--- config.mk ---
export PLATFORM = sky130hd
export DESIGN_NAME = ps2_rx_frame_flat
export DESIGN_NICKNAME = d
export VERILOG_FILES = /design/src/rtl/ps2_rx_frame_if.sv /design/src/rtl/ps2_rx_frame.sv /design/src/flat_wrapper.sv
export SDC_FILE = /design/constraint.sdc
export NUM_CORES = 1
export LEC_CHECK = 0
export CORE_ASPECT_RATIO = 2
export CORE_MARGIN = 5
export CORE_UTILIZATION = 47
export DETAILED_ROUTE_END_ITERATION = 10
export GPL_ROUTABILITY_DRIVEN = 0
export PLACE_DENSITY_LB_ADDON = 0.1
export SYNTH_ARGS = -nofsm -noshare
export SYNTH_HDL_FRONTEND = slang
export SYNTH_SLANG_ARGS = --single-unit
--- constraint.sdc ---
create_clock -name clk -period 1.8 [get_ports clk]
set_input_delay 0.36 -clock clk [delete_from_list [all_inputs] [get_ports clk]]
set_output_delay 0.36 -clock clk [all_outputs]
set_load 0.01 [all_outputs]
--- src/rtl/ps2_rx_frame_if.sv ---
// PS/2 receiver bus: raw keyboard lines in, received byte and status pulses out.
// master = line driver / byte consumer side, slave = the receiver.
interface ps2_rx_frame_if;
    logic       ps2_clk;
    logic       ps2_data;
    logic [7:0] ps2dis_data;
    logic       ps2dis_recFlag;
    logic       frame_err;
    logic       busy;

    modport master (
        output ps2_clk, ps2_data,
        input  ps2dis_data, ps2dis_recFlag, frame_err, busy
    );

    modport slave (
        input  ps2_clk, ps2_data,
        output ps2dis_data, ps2dis_recFlag, frame_err, busy
    );
endinterface

--- src/rtl/ps2_rx_frame.sv ---
// PS/2 frame receiver: synchronise + deglitch ps2_clk, shift 11-bit frames, validate, emit byte.
// Define PS2_PARITY_CHECK_EN to reject frames with bad odd parity.
module ps2_rx_frame #(
    parameter int FILT_LEN    = 4,
    parameter int TIMEOUT_CYC = 50000
) (
    input  logic            clk,
    input  logic            rst,
    ps2_rx_frame_if.slave   bus
);

    localparam int STAB_W = $clog2(FILT_LEN + 1);
    localparam int TO_W   = $clog2(TIMEOUT_CYC);
    localparam logic [STAB_W-1:0] STAB_LAST = STAB_W'(FILT_LEN - 1);
    localparam logic [TO_W-1:0]   TO_LAST   = TO_W'(TIMEOUT_CYC - 1);

    typedef enum logic [1:0] {IDLE, RECV, CHECK} state_t;

    state_t            state_q, state_d;
    logic [1:0]        clk_sync, data_sync;
    logic [STAB_W-1:0] stab_cnt;
    logic              filt_clk, filt_prev;
    logic [9:0]        shift_q;
    logic [3:0]        bit_cnt;
    logic [TO_W-1:0]   to_cnt;
    logic [7:0]        data_q;
    logic              rec_flag_q, err_q;

    logic data_s, fe;
    logic start_frame, shift_bit, abort, idle_err;
    logic frame_done, frame_ok, parity_ok;

    assign data_s = data_sync[1];
    assign fe     = filt_prev & ~filt_clk;

    // Synchronisers idle high so reset release never looks like a falling edge.
    // NOTE: sequential state uses non-blocking assignments so every flop samples pre-edge values.
    always_ff @(posedge clk or negedge rst) begin
        if (!rst) begin
            clk_sync  <= 2'b11;
            data_sync <= 2'b11;
        end else begin
            clk_sync  <= {clk_sync[0], bus.ps2_clk};
            data_sync <= {data_sync[0], bus.ps2_data};
        end
    end

    always_ff @(posedge clk or negedge rst) begin
        if (!rst) begin
            stab_cnt  <= '0;
            filt_clk  <= 1'b1;
            filt_prev <= 1'b1;
        end else begin
            filt_prev <= filt_clk;
            if (clk_sync[1] == filt_clk) begin
                stab_cnt <= '0;
            end else if (stab_cnt == STAB_LAST) begin
                filt_clk <= clk_sync[1];
                stab_cnt <= '0;
            end else begin
                stab_cnt <= stab_cnt + 1'b1;
            end
        end
    end

    always_ff @(posedge clk or negedge rst) begin
        if (!rst) state_q <= IDLE;
        else      state_q <= state_d;
    end

    // CHECK behaves like IDLE for a new edge so a start bit landing there is kept.
    // NOTE: every always_comb output gets a default first, so no path can infer a latch.
    always_comb begin
        state_d     = state_q;
        start_frame = 1'b0;
        shift_bit   = 1'b0;
        abort       = 1'b0;
        idle_err    = 1'b0;
        case (state_q)
            IDLE, CHECK: begin
                state_d = IDLE;
                if (fe) begin
                    if (!data_s) begin
                        start_frame = 1'b1;
                        state_d     = RECV;
                    end else begin
                        idle_err = 1'b1;
                    end
                end
            end
            RECV: begin
                if (fe) begin
                    shift_bit = 1'b1;
                    if (bit_cnt == 4'd10) state_d = CHECK;
                end else if (to_cnt == TO_LAST) begin
                    abort   = 1'b1;
                    state_d = IDLE;
                end
            end
            default: state_d = IDLE;
        endcase
    end

    // At the stop edge shift_q holds {parity, data[7:0], start}; the stop bit is data_s.
    assign frame_done = shift_bit && (bit_cnt == 4'd10);
`ifdef PS2_PARITY_CHECK_EN
    assign parity_ok = ^shift_q[9:1];
`else
    assign parity_ok = 1'b1;
`endif
    assign frame_ok = !shift_q[0] && data_s && parity_ok;

    always_ff @(posedge clk or negedge rst) begin
        if (!rst) begin
            shift_q <= '0;
            bit_cnt <= '0;
            to_cnt  <= '0;
        end else if (start_frame) begin
            shift_q <= {data_s, 9'b0};
            bit_cnt <= 4'd1;
            to_cnt  <= '0;
        end else if (shift_bit) begin
            shift_q <= {data_s, shift_q[9:1]};
            bit_cnt <= bit_cnt + 4'd1;
            to_cnt  <= '0;
        end else if (abort) begin
            shift_q <= '0;
            bit_cnt <= '0;
            to_cnt  <= '0;
        end else if (state_q == RECV) begin
            if (to_cnt != TO_LAST) to_cnt <= to_cnt + 1'b1;
        end else begin
            to_cnt <= '0;
        end
    end

    // Result registered on the stop edge, so the pulses and new byte appear in the CHECK cycle.
    always_ff @(posedge clk or negedge rst) begin
        if (!rst) begin
            data_q     <= 8'h00;
            rec_flag_q <= 1'b0;
            err_q      <= 1'b0;
        end else begin
            rec_flag_q <= frame_done && frame_ok;
            err_q      <= (frame_done && !frame_ok) || idle_err || abort;
            if (frame_done && frame_ok) data_q <= shift_q[8:1];
        end
    end

    assign bus.ps2dis_data    = data_q;
    assign bus.ps2dis_recFlag = rec_flag_q;
    assign bus.frame_err      = err_q;
    assign bus.busy           = (state_q == RECV);

endmodule

--- src/flat_wrapper.sv ---
// flat-port wrapper written by rule: the top's interface ports become plain ports
module ps2_rx_frame_flat 
#(
    parameter int FILT_LEN    = 4,
    parameter int TIMEOUT_CYC = 50000
)
  (clk, rst, bus_ps2_clk, bus_ps2_data, bus_ps2dis_data, bus_ps2dis_recFlag, bus_frame_err, bus_busy);
  ps2_rx_frame_if bus_i ();
  input  logic clk;
  input  logic rst;
  input wire logic [$bits(bus_i.ps2_clk)-1:0] bus_ps2_clk;
  input wire logic [$bits(bus_i.ps2_data)-1:0] bus_ps2_data;
  output wire logic [$bits(bus_i.ps2dis_data)-1:0] bus_ps2dis_data;
  output wire logic [$bits(bus_i.ps2dis_recFlag)-1:0] bus_ps2dis_recFlag;
  output wire logic [$bits(bus_i.frame_err)-1:0] bus_frame_err;
  output wire logic [$bits(bus_i.busy)-1:0] bus_busy;
  assign bus_i.ps2_clk = bus_ps2_clk;
  assign bus_i.ps2_data = bus_ps2_data;
  assign bus_ps2dis_data = bus_i.ps2dis_data;
  assign bus_ps2dis_recFlag = bus_i.ps2dis_recFlag;
  assign bus_frame_err = bus_i.frame_err;
  assign bus_busy = bus_i.busy;
  ps2_rx_frame #(.FILT_LEN(FILT_LEN), .TIMEOUT_CYC(TIMEOUT_CYC)) u_core (.clk(clk), .rst(rst), .bus(bus_i));
endmodule
==> impl_results.md, run 1 <==
* Number of global-route vias before repair at approximately 1600
* FF-to-FF Start: u_core.to_cnt[12]$_DFFE_PN0P_
* Least-Margin Pin Slew at roughly 0.68 ns
* Status: finished, violations left
* Clk_lat worst skew at 0.29 ns
* First-pass iteration count of the detailed router at 4
* Fraction of layout cells with a size suffix above 1 at 0.2168
* Arr. time, crit path at approximately 2.1 ns
* Deepest clock path buffer count at 2
* CP Launch Type: flop
* CP Capture Point: u_core.bit_cnt[2]$_DFFE_PN0P_
* Crit path max fanout at 7
* Via count at around 1600
* Port bufs at 14
* Initial Util at 0.4803
* CORE AREA at 0.004598 sq mm
* Post-Syn Nets at 191
* Rel. slew slack at 0.5457
* TNS Setup at -0.5709 ns
* Worst reg2reg setup slack at -0.1 ns
* Vias per std cell at ~5.5
* Area Overhead vs Synth at 22.10%
* Routed WL per cell at approximately 16 um
* Synth Register Bits at 51
* Full die area at 0.006253 sq mm
* Placed Area at 0.002540 sq mm
* Final WL at 4.556 mm
* Failing checks: setup timing
* DP Wirelength at 3.300 mm
* RSZ-0062 raised after global routing: yes
* # DRC at 0
* CP startpoint: u_core.to_cnt[12]$_DFFE_PN0P_
* Final clock period utilization by the worst path at 1.054
* Antenna Violating Nets Remaining at 0
* Most frequent cells in the layout: 45 x dfrtp_1, 21 x nor2_1, 20 x buf_4, 15 x xnor2_1, 12 x clkdlybuf4s50_1
* Register area share after synthesis at 0.5813
* Final #Nets at 233
* Pins Over Slew Limit at 0
* Antenna violations before repair at 0
* Tmin final at 1.896 ns
* Leak at 1.189 nW
* Clock sinks at 51
* Final Setup Violations at 13
* Iteration-0 DRC count of the detailed router at 31
* Post-synth ARST share at 1.000
* Die Span X at around 58 um
* Most common flop cell mapped by yosys: dfrtp_1
* Setup CP Type: reg -> reg
* Setup Skew at 0.003759 ns
* Total track usage at 0.1582
* Top routing layer used: met4
* Largest net degree at the start of global routing at 36
* Fin area at 0.002696 sq mm
* CTS tree: done
* # diodes at 0
* FMAX at 527.3 MHz
* Clock transition at path regs at 0.09 ns
* Pwr/cell area at 1051 mW/mm^2
* Capturing point of the worst reg2reg path: u_core.bit_cnt[2]$_DFFE_PN0P_
* Cell Area, Synth at 0.002208 sq mm
* Cts bufs inserted at 5
* Most common cell after layout, fill and taps aside: dfrtp_1
* Die Ht at between 100 and 150 um
* Total gr overflow at 0
* Cells after Synth at between 150 and 200
* Num ports at 15
* Number of synthesized flops with an enable pin at 0
* Min-delay worst type: reg -> reg
* Req. time, crit path at 1.98 ns
* Post-synth cell types at 42
* Synth Area per Inst at 12.07 sq um
* WL met3 at 166 um
* Final WS setup at -0.09648 ns
* # rows at 35
* Routed wl met2 at 2.654 mm
* Final hold viol count at 0
* Met1 WL at 1.648 mm
* H-tree Lvls at 2
* CTS root buf: clkbuf_8
* Worst R2R Path Depth at 5
* Global-route wire length before repair at 7.583 mm
* Max-cap violations at 0
* CP endpoint kind: flop
* Layout fillers at 395
* Synth warn at 0
* VDD IR-drop max at 0.0009083 V
==> stage by stage <==
| step | hold slack, ns | power [mW] | instances | setup WS (ns) | util |
|---|---|---|---|---|---|
| global placement | 0.3099 | 2.119 | 267 | 0.01238 | 0.5524 |
| finish | 0.3589 | 2.834 | 281 | -0.09648 | 0.5864 |
| floorplan | 0.06441 | 1.902 | 183 | 0.06000 | - |
| CTS | 0.3600 | 2.850 | 278 | -0.03656 | 0.5810 |
| detailed placement | 0.3143 | 2.159 | 267 | -0.03649 | 0.5524 |
| global route | 0.3678 | 3.002 | 281 | -0.1495 | 0.5864 |
==> critical path, stage by stage (launching register included) <==
cell and delay, ns:
dfrtp_1 0.39, or4b_4 0.55, nor4_4 0.28, buf_4 0.18
a21oi_4 0.08, a211o_1 0.30
==> registers in the layout, summed over array words and instances, names as in the netlist <==
register,count
u_core.shift_q,10
u_core.bit_cnt,4
u_core.bus.ps2dis_recFlag,1
u_core.bus.ps2dis_data,8
u_core.bus.frame_err,1
u_core.to_cnt,16
u_core.state_q,2
u_core.clk_sync,2
u_core.filt_prev,1
u_core.stab_cnt,3
u_core.data_sync,2
u_core.filt_clk,1
==> worst min path at each step <==
stage	from	endpoint	slack, ns	depth (start not counted)
floorplan	rst	u_core.bit_cnt[0]$_DFFE_PN0P_	0.06	0
global placement	rst	u_core.bus.ps2dis_recFlag$_DFF_PN0_	0.31	1
detailed placement	rst	u_core.bus.ps2dis_recFlag$_DFF_PN0_	0.31	1
CTS	u_core.clk_sync[0]$_DFF_PN1_	u_core.clk_sync[1]$_DFF_PN1_	0.36	0
global route	u_core.data_sync[0]$_DFF_PN1_	u_core.data_sync[1]$_DFF_PN1_	0.37	0
finish	u_core.clk_sync[0]$_DFF_PN1_	u_core.clk_sync[1]$_DFF_PN1_	0.36	0
==> cell usage after synthesis, types with 2 or more instances <==
cell	instances	area (sq um)
dfstp_2	6	157.7
ha_1	4	50.05
mux2_1	8	90.09
nor2b_1	3	18.77
dfrtp_1	45	1126
xnor2_1	15	131.4
nor4_1	4	25.02
a21oi_1	2	10.01
a22o_1	10	87.58
nand4_1	4	25.02
nand2b_1	2	12.51
o21ai_1	2	10.01
nand3_1	6	30.03
o21ai_0	3	15.01
nor3_1	6	30.03
inv_1	6	22.52
nor3b_1	4	30.03
nand4bb_1	3	33.78
nand2_1	7	26.28
nor2_1	21	78.83
==> kinds of logic (layout without fill, tap and decap cells) <==
logic type | after synthesis | in the layout | share of synthesized area
and+or+nand+nor | 70 | 71 | 0.1841
DFF | 51 | 51 | 0.5813
xor gates and xnor gates | 16 | 16 | 0.06346
adders and majority gates | 4 | 4 | 0.02266
buffers and inverters | 9 | 50 | 0.02040
AOI/OAI and AO/OA | 24 | 25 | 0.08216
muxes | 9 | 9 | 0.04589
==> per-layer routing <==
| layer | vias up | GRT usage |
|---|---|---|
| met2 | 39 | 0.2936 |
| met5 | - | 0 |
| met4 | 0 | 0.05804 |
| li1 | 734 | - |
| met3 | 9 | 0.02651 |
| met1 | 777 | 0.1717 |
==> where the power goes <==
group | switching, mW | internal (mW)
Sequential | 0.137 | 1.32
Combinational | 0.437 | 0.314
Clock | 0.356 | 0.272
Total | 0.930 | 1.90
==> final cells by class <==
class,count,area [sq um],share of cell area
inverter,6,22.52,0.008353
multi-input combinational,125,922.1,0.3420
clock buffer,6,72.57,0.02691
clock inverter,2,12.51,0.004640
tap,55,68.82,0.02552
timing repair buffer,36,314.1,0.1165
sequential,51,1284,0.4761
==> repair_timing <==
action                     4_1_cts  5_1_grt
pin swaps                        2        7
setup endpoints to repair        4       15
cloned                           1        1
hold endpoints to repair        14        0
resized for setup                7        1
setup buffers                    1        2
hold buffers                     1        0
Power figures use the tool's default switching activity.
==> run 2, diff against run 1 <==
--- a/config.mk
+++ b/config.mk
@@ -7,10 +7,11 @@
 export LEC_CHECK = 0
 export CORE_ASPECT_RATIO = 2
 export CORE_MARGIN = 5
-export CORE_UTILIZATION = 47
+export CORE_UTILIZATION = 52
 export DETAILED_ROUTE_END_ITERATION = 10
 export GPL_ROUTABILITY_DRIVEN = 0
 export PLACE_DENSITY_LB_ADDON = 0.1
+export SKIP_CTS_REPAIR_TIMING = 1
 export SYNTH_ARGS = -nofsm -noshare
 export SYNTH_HDL_FRONTEND = slang
 export SYNTH_SLANG_ARGS = --single-unit
==> run 2 against run 1 <==
  * The flow now finishes without violations
  * Critical path depth did not move
  * Critical path type unchanged
  * Final area increased by 2.5%
  * Power grew 11%
  * Clock power is 48% higher
  * Routed wire length decreased by 3.3%
  * Clock-buffer cell count fell by 1
  * Clock skew is 0.0044 ns higher
  * Largest power group unchanged
==> impl_results.md, run 2 (synthesized netlist as in run 1, its figures left out) <==
* CORE AREA at 0.004129 sq mm (-10%)
* Number of global-route vias before repair at 1604 (+1.1%)
* Fraction of layout cells with a size suffix above 1 at 0.2247 (+0.007855)
* Setup CP Type: reg -> reg
* Worst hold slack at 0.002815 ns (-0.3561 ns)
* CP endpoint kind: flop
* Full die area at 0.005729 sq mm (-8.4%)
* Arr. time, crit path at 1.98 ns (-0.10 ns)
* Capturing point of the worst reg2reg path: u_core.bit_cnt[2]$_DFFE_PN0P_
* Req. time, crit path at 1.99 ns (about the same)
* Layout fillers at 309 (-22%)
* Crit path max fanout at 7 (unchanged)
* First-pass iteration count of the detailed router at 4 (unchanged)
* Antenna Violating Nets Remaining at 0 (unchanged)
* Final WL at 4.404 mm (-3.3%)
* Routed WL per cell at 15.78 um (-2.6%)
* Rel. slew slack at 0.5633 (+0.01765)
* Least-Margin Pin Slew at 0.6511 ns (-0.02632 ns)
* Min-delay worst type: in -> async
* FF-to-FF Start: u_core.to_cnt[12]$_DFFE_PN0P_
* Largest register FFs at 16 (unchanged)
* Slowest CP cell: or4b_4
* CP Launch Type: flop
* CTS root buf: clkbuf_8
* # DRC at 0 (unchanged)
* CTS tree: done
* RSZ-0062 raised after global routing: yes
* Worst path cell trace: or4b_4 > nor4_4 > buf_4 > a21oi_4 > a211o_1
* Worst R2R Path Depth at 5 (unchanged)
* Dpl ws at -0.05477 ns (-0.01828 ns)
* VDD IR-drop max at 0.0009532 V (+4.9%)
* Clock transition at path regs at 0.09 ns (about the same)
* Total power at 3.138 mW (+11%)
* Largest net degree at the start of global routing at 33 (-8.3%)
* Via count at 1546 (-0.83%)
* Crit path max-delay family: simple AND/OR/NAND/NOR gates
* FMAX at 559.9 MHz (+6.2%)
* Setup Skew at 0.008121 ns (+0.004363 ns)
* # rows at 33 (-5.7%)
* Post-route insts no fill at 279 (-0.71%)
* Final Setup Violations at 0 (-13)
* Worst Path Buf+Inv at 1 (unchanged)
* Total track usage at 0.1660 (+0.007798)
* Placed cells at 264 (-1.1%)
* Tmin final at 1.786 ns (-0.1106 ns)
* Iteration-0 DRC count of the detailed router at 26 (-16%)
* Pwr/cell area at 1136 mW/mm^2 (+8.1%)
* Global-route wire length before repair at 7.438 mm (-1.9%)
* Antenna violations before repair at 0 (unchanged)
* Slowest stage delay, CP at 0.55 ns (about the same)
* Area Overhead vs Synth at 25.10%
* Worst reg2reg setup slack at 0.01 ns (+0.11 ns)
* Final WS setup at 0.01412 ns (+0.1106 ns)
* Initial Util at 0.5348 (+0.05458)
* # diodes at 0 (unchanged)
* Final hold viol count at 0 (unchanged)
* Port bufs at 14 (unchanged)
* DP Wirelength at 3.198 mm (-3.1%)
* CP Depth at 5 (unchanged)
* Multi-input logic area at 920.9 sq um (-0.14%)
* Max-cap violations at 0 (unchanged)
* Final clock period utilization by the worst path at 0.9922 (-0.06144)
* Most frequent cells in the layout: 45 x dfrtp_1, 22 x buf_4, 21 x nor2_1, 15 x xnor2_1, 12 x clkdlybuf4s50_1
* Final #Nets at 234 (+0.43%)
* Clk_lat worst skew at 0.30 ns (about the same)
* Leak at 1.231 nW (+3.5%)
* Most flop-heavy register: u_core.to_cnt
* Vias per std cell at 5.541 (-0.12%)
* Deepest clock path buffer count at 2 (unchanged)
* Num ports at 15 (unchanged)
* Clock sinks at 51 (unchanged)
* Total gr overflow at 0 (unchanged)
* Cts bufs inserted at 5 (unchanged)
* Pins Over Slew Limit at 0 (unchanged)
* H-tree Lvls at 2 (unchanged)
* FF/Latch Area at 0.001284 sq mm (unchanged)
* Die Ht at 102.2 um (-4.5%)
* Most common cell after layout, fill and taps aside: dfrtp_1
* Die Span X at 56.08 um (-4.1%)
* Status: finished clean
==> run 2: cell type report <==
cell class,count,area share
Tap cell,52,0.02355
Timing Repair Buffer,38,0.1209
Clock inverter,3,0.02446
Inverter,6,0.008152
Multi-Input combinational cell,124,0.3333
Clock buffer,5,0.02491
Sequential cell,51,0.4647
==> run 2: power breakdown <==
group | internal, mW | switching, mW | leakage, nW
logic | 0.334 | 0.411 | 0.486
clock network | 0.554 | 0.374 | 0.0644
registers | 1.32 | 0.147 | 0.681
==> run 2: metal layers <==
layer | wire length (um) | up-vias | share of wire | GRT usage
li1 | - | 739 | - | -
met2 | 2576 | 25 | 0.58 | 0.3129
met3 | 108 | 7 | 0.025 | 0.03919
met1 | 1645 | 775 | 0.37 | 0.1741
met5 | 0 | - | 0 | 0
met4 | 74 | 0 | 0.017 | 0.06764
==> run 2: worst max path at each step <==
stage	start	endpoint	slack [ns]
floorplan	u_core.to_cnt[13]$_DFFE_PN0P_	u_core.shift_q[0]$_DFFE_PN0P_	0.06
global placement	u_core.to_cnt[7]$_DFFE_PN0P_	u_core.bit_cnt[2]$_DFFE_PN0P_	-0.001
detailed placement	u_core.to_cnt[10]$_DFFE_PN0P_	u_core.state_q[0]$_DFFE_PN0P_	-0.05
CTS	u_core.state_q[1]$_DFFE_PN0P_	bus_busy	-0.19
global route	u_core.to_cnt[1]$_DFFE_PN0P_	u_core.bit_cnt[2]$_DFFE_PN0P_	-0.05
finish	u_core.to_cnt[12]$_DFFE_PN0P_	u_core.bit_cnt[2]$_DFFE_PN0P_	0.01
==> run 2: metrics by stage <==
stage               cell area [sq um]   TNS [ns]    util
floorplan                        2211          0       -
global placement                 2536  -0.001323  0.6142
detailed placement               2536    -0.1511  0.6142
CTS                              2673    -0.5019  0.6473
global route                     2763    -0.1984  0.6691
finish                           2763          0  0.6691
